File: config.mk
export PLATFORM = sky130hd
export DESIGN_NAME = icache_ctrl_sequencer
export DESIGN_NICKNAME = d
export VERILOG_FILES = /design/src/rtl/icache_ctrl_sequencer.sv
export SDC_FILE = /design/constraint.sdc
export NUM_CORES = 1
export LEC_CHECK = 0
export ABC_CLOCK_PERIOD_IN_PS = 1780
export CAP_MARGIN = 10
export CELL_PAD_IN_SITES_DETAIL_PLACEMENT = 1
export CELL_PAD_IN_SITES_GLOBAL_PLACEMENT = 2
export CORE_ASPECT_RATIO = 2
export CORE_UTILIZATION = 26
export DETAILED_ROUTE_END_ITERATION = 10
export PLACE_DENSITY_LB_ADDON = 0.1
export SLEW_MARGIN = 20
export SYNTH_ARGS = -nofsm -noshare
export SYNTH_HDL_FRONTEND = slang
export SYNTH_SLANG_ARGS = --single-unit
export TNS_END_PERCENT = 1
File: constraint.sdc
create_clock -name clk_i -period 1.78 [get_ports clk_i]
set_clock_uncertainty 0.05 [all_clocks]
set_input_delay 0.445 -clock clk_i [delete_from_list [all_inputs] [get_ports clk_i]]
set_output_delay 0.445 -clock clk_i [all_outputs]
set_load 0.1 [all_outputs]
File: src/rtl/icache_ctrl_sequencer.sv
// icache_ctrl_sequencer
//   Sequences ENABLE / DISABLE / FLUSH / INVAL commands from the cluster
//   peripheral front-end onto the control handshakes of NB_CACHE_BANKS
//   private instruction-cache banks.
//
//   Ports
//     clk_i, rst_ni            clock, async active-low reset
//     cmd_valid_i/cmd_ready_o  command handshake (ready only in IDLE)
//     cmd_op_i                 00 ENABLE, 01 DISABLE, 10 FLUSH, 11 INVAL
//     cmd_mask_i               target banks
//     busy_o, done_o, err_o    status; err_o qualifies the done_o pulse
//     enabled_o                tracked per-bank enable state
//     ctrl_req_*_o/flush_req_o per-bank level requests, held until acked
//     ctrl_ack_*_i/flush_ack_i per-bank acknowledges
//     ctrl_pending_trans_i     bank still has refills outstanding
//
//   Every output is decoded from state and registers; acks and pending
//   status only steer next-state logic.

// Per-bank acknowledge tracker: remembers that this bank has acked the
// current phase. Cleared outside request phases and on every phase exit.
module icache_seq_bank (
    input  logic clk_i,
    input  logic rst_ni,
    input  logic clr_i,
    input  logic sel_i,
    input  logic ack_i,
    output logic acked_o
);
    always_ff @(posedge clk_i or negedge rst_ni) begin
        if (!rst_ni)              acked_o <= 1'b0;
        else if (clr_i)           acked_o <= 1'b0;
        else if (sel_i && ack_i)  acked_o <= 1'b1;
    end
endmodule

module icache_ctrl_sequencer #(
    parameter int NB_CACHE_BANKS = 4,
    parameter int ACK_TIMEOUT    = 1023
) (
    input  logic                      clk_i,
    input  logic                      rst_ni,
    input  logic                      cmd_valid_i,
    output logic                      cmd_ready_o,
    input  logic [1:0]                cmd_op_i,
    input  logic [NB_CACHE_BANKS-1:0] cmd_mask_i,
    output logic                      busy_o,
    output logic                      done_o,
    output logic                      err_o,
    output logic [NB_CACHE_BANKS-1:0] enabled_o,
    output logic [NB_CACHE_BANKS-1:0] ctrl_req_enable_o,
    output logic [NB_CACHE_BANKS-1:0] ctrl_req_disable_o,
    output logic [NB_CACHE_BANKS-1:0] flush_req_o,
    input  logic [NB_CACHE_BANKS-1:0] ctrl_ack_enable_i,
    input  logic [NB_CACHE_BANKS-1:0] ctrl_ack_disable_i,
    input  logic [NB_CACHE_BANKS-1:0] flush_ack_i,
    input  logic [NB_CACHE_BANKS-1:0] ctrl_pending_trans_i
);
    localparam int CW = $clog2(ACK_TIMEOUT + 1);

    localparam logic [1:0] OP_ENABLE  = 2'b00;
    localparam logic [1:0] OP_DISABLE = 2'b01;
    localparam logic [1:0] OP_FLUSH   = 2'b10;
    localparam logic [1:0] OP_INVAL   = 2'b11;

    typedef enum logic [2:0] {
        S_IDLE, S_DISABLE, S_DRAIN, S_FLUSH, S_ENABLE, S_DONE
    } state_e;

    state_e                    state_q, first_phase, next_phase;
    logic [1:0]                op_q;
    logic [NB_CACHE_BANKS-1:0] mask_q, acked_q, enabled_q, phase_ack;
    logic [CW-1:0]             cnt_q;
    logic                      err_q;
    logic                      req_phase, in_phase, phase_done, timeout, advance;

    always_comb begin
        req_phase = 1'b0;
        phase_ack = '0;
        case (state_q)
            S_DISABLE: begin req_phase = 1'b1; phase_ack = ctrl_ack_disable_i; end
            S_FLUSH:   begin req_phase = 1'b1; phase_ack = flush_ack_i;        end
            S_ENABLE:  begin req_phase = 1'b1; phase_ack = ctrl_ack_enable_i;  end
            default: ;
        endcase
        in_phase = req_phase || (state_q == S_DRAIN);
        // Request phases finish on registered acks; DRAIN on live pending.
        phase_done = (state_q == S_DRAIN) ? ((ctrl_pending_trans_i & mask_q) == '0)
                                          : (acked_q == mask_q);
        // cnt_q counts cycles already spent in the phase, so the phase is
        // given exactly ACK_TIMEOUT cycles.
        timeout = (cnt_q == CW'(ACK_TIMEOUT - 1));
        advance = in_phase && (phase_done || timeout);
    end

    always_comb begin
        case (cmd_op_i)
            OP_ENABLE:  first_phase = S_ENABLE;
            OP_DISABLE: first_phase = S_DISABLE;
            OP_FLUSH:   first_phase = S_DRAIN;
            default:    first_phase = S_DISABLE;
        endcase
        // An empty mask spends its single phase cycle, then goes to DONE.
        next_phase = S_DONE;
        if (mask_q != '0) begin
            case (state_q)
                S_DISABLE: if (op_q == OP_INVAL) next_phase = S_DRAIN;
                S_DRAIN:   next_phase = S_FLUSH;
                S_FLUSH:   if (op_q == OP_INVAL) next_phase = S_ENABLE;
                default: ;
            endcase
        end
    end

    for (genvar i = 0; i < NB_CACHE_BANKS; i++) begin : g_bank
        icache_seq_bank u_bank (
            .clk_i   (clk_i),
            .rst_ni  (rst_ni),
            .clr_i   (!req_phase || advance),
            .sel_i   (mask_q[i]),
            .ack_i   (phase_ack[i]),
            .acked_o (acked_q[i])
        );
    end

    always_ff @(posedge clk_i or negedge rst_ni) begin
        if (!rst_ni) begin
            state_q   <= S_IDLE;
            op_q      <= OP_ENABLE;
            mask_q    <= '0;
            enabled_q <= '0;
            cnt_q     <= '0;
            err_q     <= 1'b0;
        end else begin
            case (state_q)
                S_IDLE: begin
                    if (cmd_valid_i) begin
                        op_q    <= cmd_op_i;
                        mask_q  <= cmd_mask_i;
                        state_q <= first_phase;
                        cnt_q   <= '0;
                    end
                end
                S_DONE: begin
                    state_q <= S_IDLE;
                    err_q   <= 1'b0;
                end
                default: begin
                    if (phase_done) begin
                        state_q <= next_phase;
                        cnt_q   <= '0;
                        if (state_q == S_ENABLE)  enabled_q <= enabled_q | mask_q;
                        if (state_q == S_DISABLE) enabled_q <= enabled_q & ~mask_q;
                    end else if (timeout) begin
                        // Abort: partial acks of this phase are not applied.
                        state_q <= S_DONE;
                        err_q   <= 1'b1;
                        cnt_q   <= '0;
                    end else begin
                        cnt_q <= cnt_q + 1'b1;
                    end
                end
            endcase
        end
    end

    assign cmd_ready_o        = (state_q == S_IDLE);
    assign busy_o             = (state_q != S_IDLE);
    assign done_o             = (state_q == S_DONE);
    assign err_o              = (state_q == S_DONE) && err_q;
    assign enabled_o          = enabled_q;
    assign ctrl_req_enable_o  = (state_q == S_ENABLE)  ? (mask_q & ~acked_q) : '0;
    assign ctrl_req_disable_o = (state_q == S_DISABLE) ? (mask_q & ~acked_q) : '0;
    assign flush_req_o        = (state_q == S_FLUSH)   ? (mask_q & ~acked_q) : '0;

endmodule

==> out/results.txt, run 1 <==
status -> finished with violations
failing checks -> negative setup slack
max-cap violations -> 0
Synth Area in Adders -> 4.351%
root buf cell -> clkbuf_16
Crit Path Category -> reg2out
fmax -> 0.5252 GHz
area share of the largest cell type after synthesis -> 40.61%
Die Width -> 59.60 um
gpl congestion -> 0.7907
DR vias -> 1712
PD cells -> 1841 nW/um^2
half-perimeter wire length after detailed placement -> 4737 um
sequential power share -> 18.6%
clock buffer count from CTS -> 3
Crit path required time -> 1280 ps
Synth Area in Compound Gates -> 18.35%
number of flops mapped to enable cells by yosys -> 0
Syn Area/Cell -> 9.034 um^2
num ports -> 45
Top FF cell, synth -> dfrtp_1
GR Util All Layers -> 18.23%
Diodes inserted -> 0
Clock Latency Late Sink -> 270 ps
largest net degree at the start of global routing -> 29
mux cell area share after synthesis -> 6.164%
Worst Hold Class -> reg2reg
global-route wire length before repair -> 9259 um
clock power share -> 12.4%
Net Sw Frac -> 47.43%
CTS sink count -> 28
unrepaired setup endpoints after global routing -> yes
Synth Area in Simple Gates -> 24.08%
WL/cell -> 16.48 um
Worst-Margin Slew -> 408.9 ps
largest family of logic cells by synthesized area -> simple AND/OR/NAND/NOR gates
DRT antenna net count -> 0
crit-path max cell delay -> 460 ps
CP Capture Type -> primary output
power consumption -> 5.464 mW
row cnt -> 41
nets -> 299
Slew Viols, Final -> 0
Pre-antenna DRT Iters -> 2
unique cell type count in the Yosys netlist -> 42
dpl ws -> -286.3 ps
CTS clk-pin slew, worst paths -> 70 ps
Port Buffers -> 44
die area -> 6985 um^2
leakage power -> 1.238 nW
Core ar. -> 6361 um^2
layout cell share with drive strength beyond 1 -> 39.70%
Remaining DRCs -> 0
drt total wl -> 5818 um
post-synthesis sequential area ratio -> 40.61%
H-tree levels -> 1
initial antenna violation count -> 0
WP buf/inv -> 3
synth warn -> 0
syn_nets -> 222
CTS tree -> yes
Final WS setup -> -124.1 ps
cts hold-fix bufs -> 0
worst relative slew slack -> 72.49%
fin crit share -> 107.0%
#FFs+latches synth -> 28
most used cell, CP -> buf_6
Peak VDD IR -> 0.0007343 V
post-route minimum period -> 1904 ps
initial core utilization -> 27.12%
internal power -> 2.872 mW
cells after synthesis -> 191
Crit Path Max Fanout -> 6
clock tree buffer depth -> 2
vias in the first global route -> 1844
Vias/cell -> 4.850
synthesized cell area -> 1725 um^2
top-count cell post-synth -> dfrtp_1
leading area contributor after synthesis -> dfrtp_1
GRT overflow -> 0
CP arrival -> 1410 ps
final setup vio count -> 17
drt initial violations -> 23
top cells by area, synth -> dfrtp_1 (41%), o21ai_0 (5.2%), ha_1 (4.4%), nand2_1 (4.1%), nor2_1 (3.9%)
combinational power share -> 69.0%
post-synthesis xor/xnor area fraction -> 1.523%
P_sw -> 2.592 mW
asr flop ratio synth -> 100.0%
crit start category -> flop
final hold vios -> 0
Die Height -> 117.2 um
CP delay by family, top -> flip-flops
CP max-delay cell -> dfrtp_2
top cells by count, synth -> dfrtp_1 (28), nand2_1 (19), nor2_1 (18), o21ai_0 (18), a21oi_1 (12)
crit-path cells -> buf_6 > nor3_4 > buf_6 > buf_12
Layout area overhead -> 72.01%
==> routing by layer <==
| metal | wire length, um | GRT usage, % | share of wire (%) | vias to the layer above |
|---|---|---|---|---|
| met1 | 2024 | 17.05 | 35 | 830 |
| met4 | 153 | 6.977 | 2.6 | 0 |
| li1 | - | - | - | 834 |
| met5 | 0 | 0 | 0 | - |
| met3 | 155 | 1.099 | 2.7 | 9 |
| met2 | 3485 | 38.35 | 60 | 39 |
==> path summary, 6_finish.rpt <==
kind / startpoint / to / slack [ps] / depth (start not counted)
min in group asynchronous: rst_ni / g_bank[0].u_bank.acked_o / 520 / 2
worst min-delay path: g_bank[2].u_bank.acked_o / g_bank[2].u_bank.acked_o / 450 / 2
max in group asynchronous: rst_ni / state_q[2] / 840 / 2
worst max register to register: state_q[2] / state_q[0] / 0 / 7
worst max-delay path: state_q[0] / cmd_ready_o / -120 / 4
worst min register to register: g_bank[2].u_bank.acked_o / g_bank[2].u_bank.acked_o / 450 / 2
==> power by group through the flow <==
| stage | combinational [mW] | sequential [mW] | clock [mW] |
|---|---|---|---|
| final | 3.77 | 1.01 | 0.678 |
| after global routing | 4.06 | 1.04 | 0.714 |
| after CTS | 3.73 | 1.01 | 0.695 |
| after detailed placement | 3.48 | 1.00 | 0 |
| after global placement | 3.45 | 0.999 | 0 |
| after floorplan | 1.96 | 1.06 | 0 |
==> logic make-up after synthesis <==
kind of cell,count (synthesis)
compound gates,51
xor+xnor,3
fa+ha+maj,6
buf+inv,16
flops,28
mux,10
simple gates,77
==> area by class of cell <==
cell class                      instances  area [um^2]
Clock buffer                            3        75.07
Clock inverter                          1        30.03
Fill cell                             732         3393
Inverter                               10        40.04
Multi-Input combinational cell        147         1075
Sequential cell                        28        704.4
Tap cell                               86        107.6
Timing Repair Buffer                   78        935.9
==> tightest hold or removal path, cell delays in order (launching register included) <==
cell	delay, ps
dfrtp_1	350
a21oi_1	50
nor2_1	70
==> through the flow <==
stage | util (%) | instance area, um^2 | TNS [ps] | cells | hold slack, ps
floorplan | - | 1738 | -22530 | 191 | 99.41
global placement | 42.27 | 2689 | -2541 | 345 | 424.8
detailed placement | 42.27 | 2689 | -2928 | 345 | 436.6
CTS | 45.87 | 2918 | -1684 | 353 | 454.6
global route | 46.66 | 2968 | -3000 | 353 | 494.4
finish | 46.66 | 2968 | -1505 | 353 | 451.2
==> layout by cell type (no fill, tap or decap), drive strengths merged, types with 10 or more instances in the layout <==
master         count
and2              10
dfrtp             28
nor2              18
inv               10
nand2             19
a21oi             12
buf               54
o21ai             19
a31oi             10
clkdlybuf4s50     24
==> repair_timing <==
action                                  4_1_cts  5_1_grt
endpoints found under the setup margin       29       30
resized for setup                            30       18
setup buffers                                 4        0
pin swaps                                     7        6
No activity file was read; power rests on OpenSTA's default activity.
==> run 2: changes to the inputs <==
CORE_ASPECT_RATIO = 1.75   (was 2)
==> run 2 against run 1 <==
- the run still ends with negative setup slack left
- register-to-register slack got worse by 50 ps
- critical path depth stayed put
- sequential cell count stayed put
- power is 1.8% lower
- core utilization down 0.44 points
- maximum frequency fell by 1.0%
- first-iteration DRC count increased by 4.3%
- count of clock-buffer cells in the layout unchanged
==> out/results.txt, run 2 (synthesis gave the netlist of run 1 again) <==
Vias/cell -> 5.011
layout cell share with drive strength beyond 1 -> 37.31%
Peak VDD IR -> 0.0006403 V
fmax -> 0.5199 GHz
fin crit share -> 108.1%
clock buffer count from CTS -> 3
P_sw -> 2.607 mW
Crit Path Category -> reg2out
Slew Viols, Final -> 0
initial core utilization -> 27.29%
root buf cell -> clkbuf_8
failing checks -> negative setup slack
crit start category -> flop
Die Height -> 109.8 um
H-tree levels -> 1
power consumption -> 5.367 mW
max-cap violations -> 0
GR Util All Layers -> 18.17%
leading cell type in the layout, fill and taps excluded -> buf_4
DRT antenna net count -> 0
num ports -> 45
final setup vio count -> 19
clock power share -> 9.4%
nets -> 300
setup TNS -> -1899 ps
GRT overflow -> 0
global-route wire length before repair -> 9660 um
initial antenna violation count -> 0
post-route minimum period -> 1923 ps
CTS sink count -> 28
combinational power share -> 72.1%
gpl congestion -> 0.7445
Port Buffers -> 44
Clock Latency Late Sink -> 270 ps
drt total wl -> 5991 um
Layout area overhead -> 69.40%
leakage power -> 1.248 nW
Crit path required time -> 1280 ps
drt initial violations -> 24
half-perimeter wire length after detailed placement -> 4737 um
Worst Hold Class -> reg2reg
largest net degree at the start of global routing -> 29
final hold vios -> 0
Worst-Margin Slew -> 431.6 ps
Final WS setup -> -143.5 ps
Die Width -> 63.58 um
PD cells -> 1836 nW/um^2
hold path depth -> 2
internal power -> 2.760 mW
Net Sw Frac -> 48.58%
CTS clk-pin slew, worst paths -> 100 ps
die area -> 6979 um^2
reg2reg path depth -> 6
unrepaired setup endpoints after global routing -> yes
CP arrival -> 1430 ps
sequential power share -> 18.5%
status -> finished with violations
Crit Path Max Fanout -> 5
Pre-antenna DRT Iters -> 4
DR vias -> 1744
clock tree buffer depth -> 2
CTS tree -> yes
Remaining DRCs -> 0
row cnt -> 38
cts hold-fix bufs -> 0
CP Capture Type -> primary output
worst relative slew slack -> 70.96%
Core ar. -> 6324 um^2
WL/cell -> 17.22 um
most frequent cells in the layout -> buf_4 (30), dfrtp_1 (25), clkdlybuf4s50_1 (24)
vias in the first global route -> 1946
Diodes inserted -> 0
-- run 2: cell count changes in the layout (fill, tap and decap cells not counted), moves of 2 or more --
cell	previous run	this run
and3_1	3	7
inv_1	5	8
a41oi_1	0	2
o21ai_2	1	3
inv_2	4	1
nor2_2	0	2
buf_4	28	30
clkbuf_16	3	0
a41oi_2	2	0
and3_4	4	0
buf_6	4	2
clkbuf_8	0	3
nor2_1	15	13
-- run 2: worst max-delay path, cell delays in order, from the launching register on --
cell     delay, ps
dfrtp_2        450
buf_12         150
nor3_4         200
and2_4         190
buf_12         160
-- run 2: power groups by stage --
stage	logic, mW	registers [mW]	clock network (mW)
3_5_place_dp	3.46	1.01	0
2_1_floorplan	1.96	1.06	0
4_1_cts	3.76	0.996	0.524
5_1_grt	4.12	1.02	0.540
3_3_place_gp	3.38	0.997	0
6_report	3.87	0.995	0.503
-- run 2: metal layers --
metal | share of wire (%) | vias to the layer above | global-route usage [%] | routed length, um
met5 | 0 | - | 0 | 0
met4 | 1.4 | 0 | 5.195 | 83
met3 | 1.9 | 4 | 1.037 | 111
met2 | 63 | 30 | 40.43 | 3748
met1 | 34 | 877 | 16.61 | 2048
li1 | - | 833 | - | -
-- run 2: cell type report --
type | count | area, um^2
Inverter | 10 | 40.04
Clock inverter | 1 | 30.03
Timing Repair Buffer | 79 | 943.4
Fill cell | 709 | 3401
Multi-Input combinational cell | 147 | 1064
Tap cell | 80 | 100.1
Sequential cell | 28 | 704.4
Clock buffer | 3 | 41.29
-- run 2: metrics by stage --
stage / util, % / worst slack [ps] / std cells / hold slack [ps] / instance area [um^2]
finish: 46.22 / -143.5 / 348 / 459.1 / 2923
global route: 46.22 / -196.8 / 348 / 491.1 / 2923
CTS: 45.27 / -178.5 / 348 / 466.3 / 2863
floorplan: - / -1138 / 191 / 99.41 / 1738
global placement: 41.93 / -254.6 / 335 / 430.3 / 2651
detailed placement: 41.93 / -278.3 / 335 / 441.5 / 2651
-- run 2: final timing paths --
| kind | from | end | slack (ps) |
|---|---|---|---|
| hold reg to reg | g_bank[1].u_bank.acked_o | g_bank[1].u_bank.acked_o | 460 |
| max in group asynchronous | rst_ni | state_q[1] | 870 |
| setup / recovery | state_q[1] | err_o | -140 |
| setup reg to reg | state_q[1] | state_q[2] | -50 |
| hold / removal | g_bank[1].u_bank.acked_o | g_bank[1].u_bank.acked_o | 460 |
| min in group asynchronous | rst_ni | cnt_q[5] | 500 |
-- run 2: timing repair --
action	CTS	global route
resized for setup	24	21
endpoints found under the setup margin	30	33
hold endpoints to repair	0	0
setup buffers	9	0
pin swaps	6	10
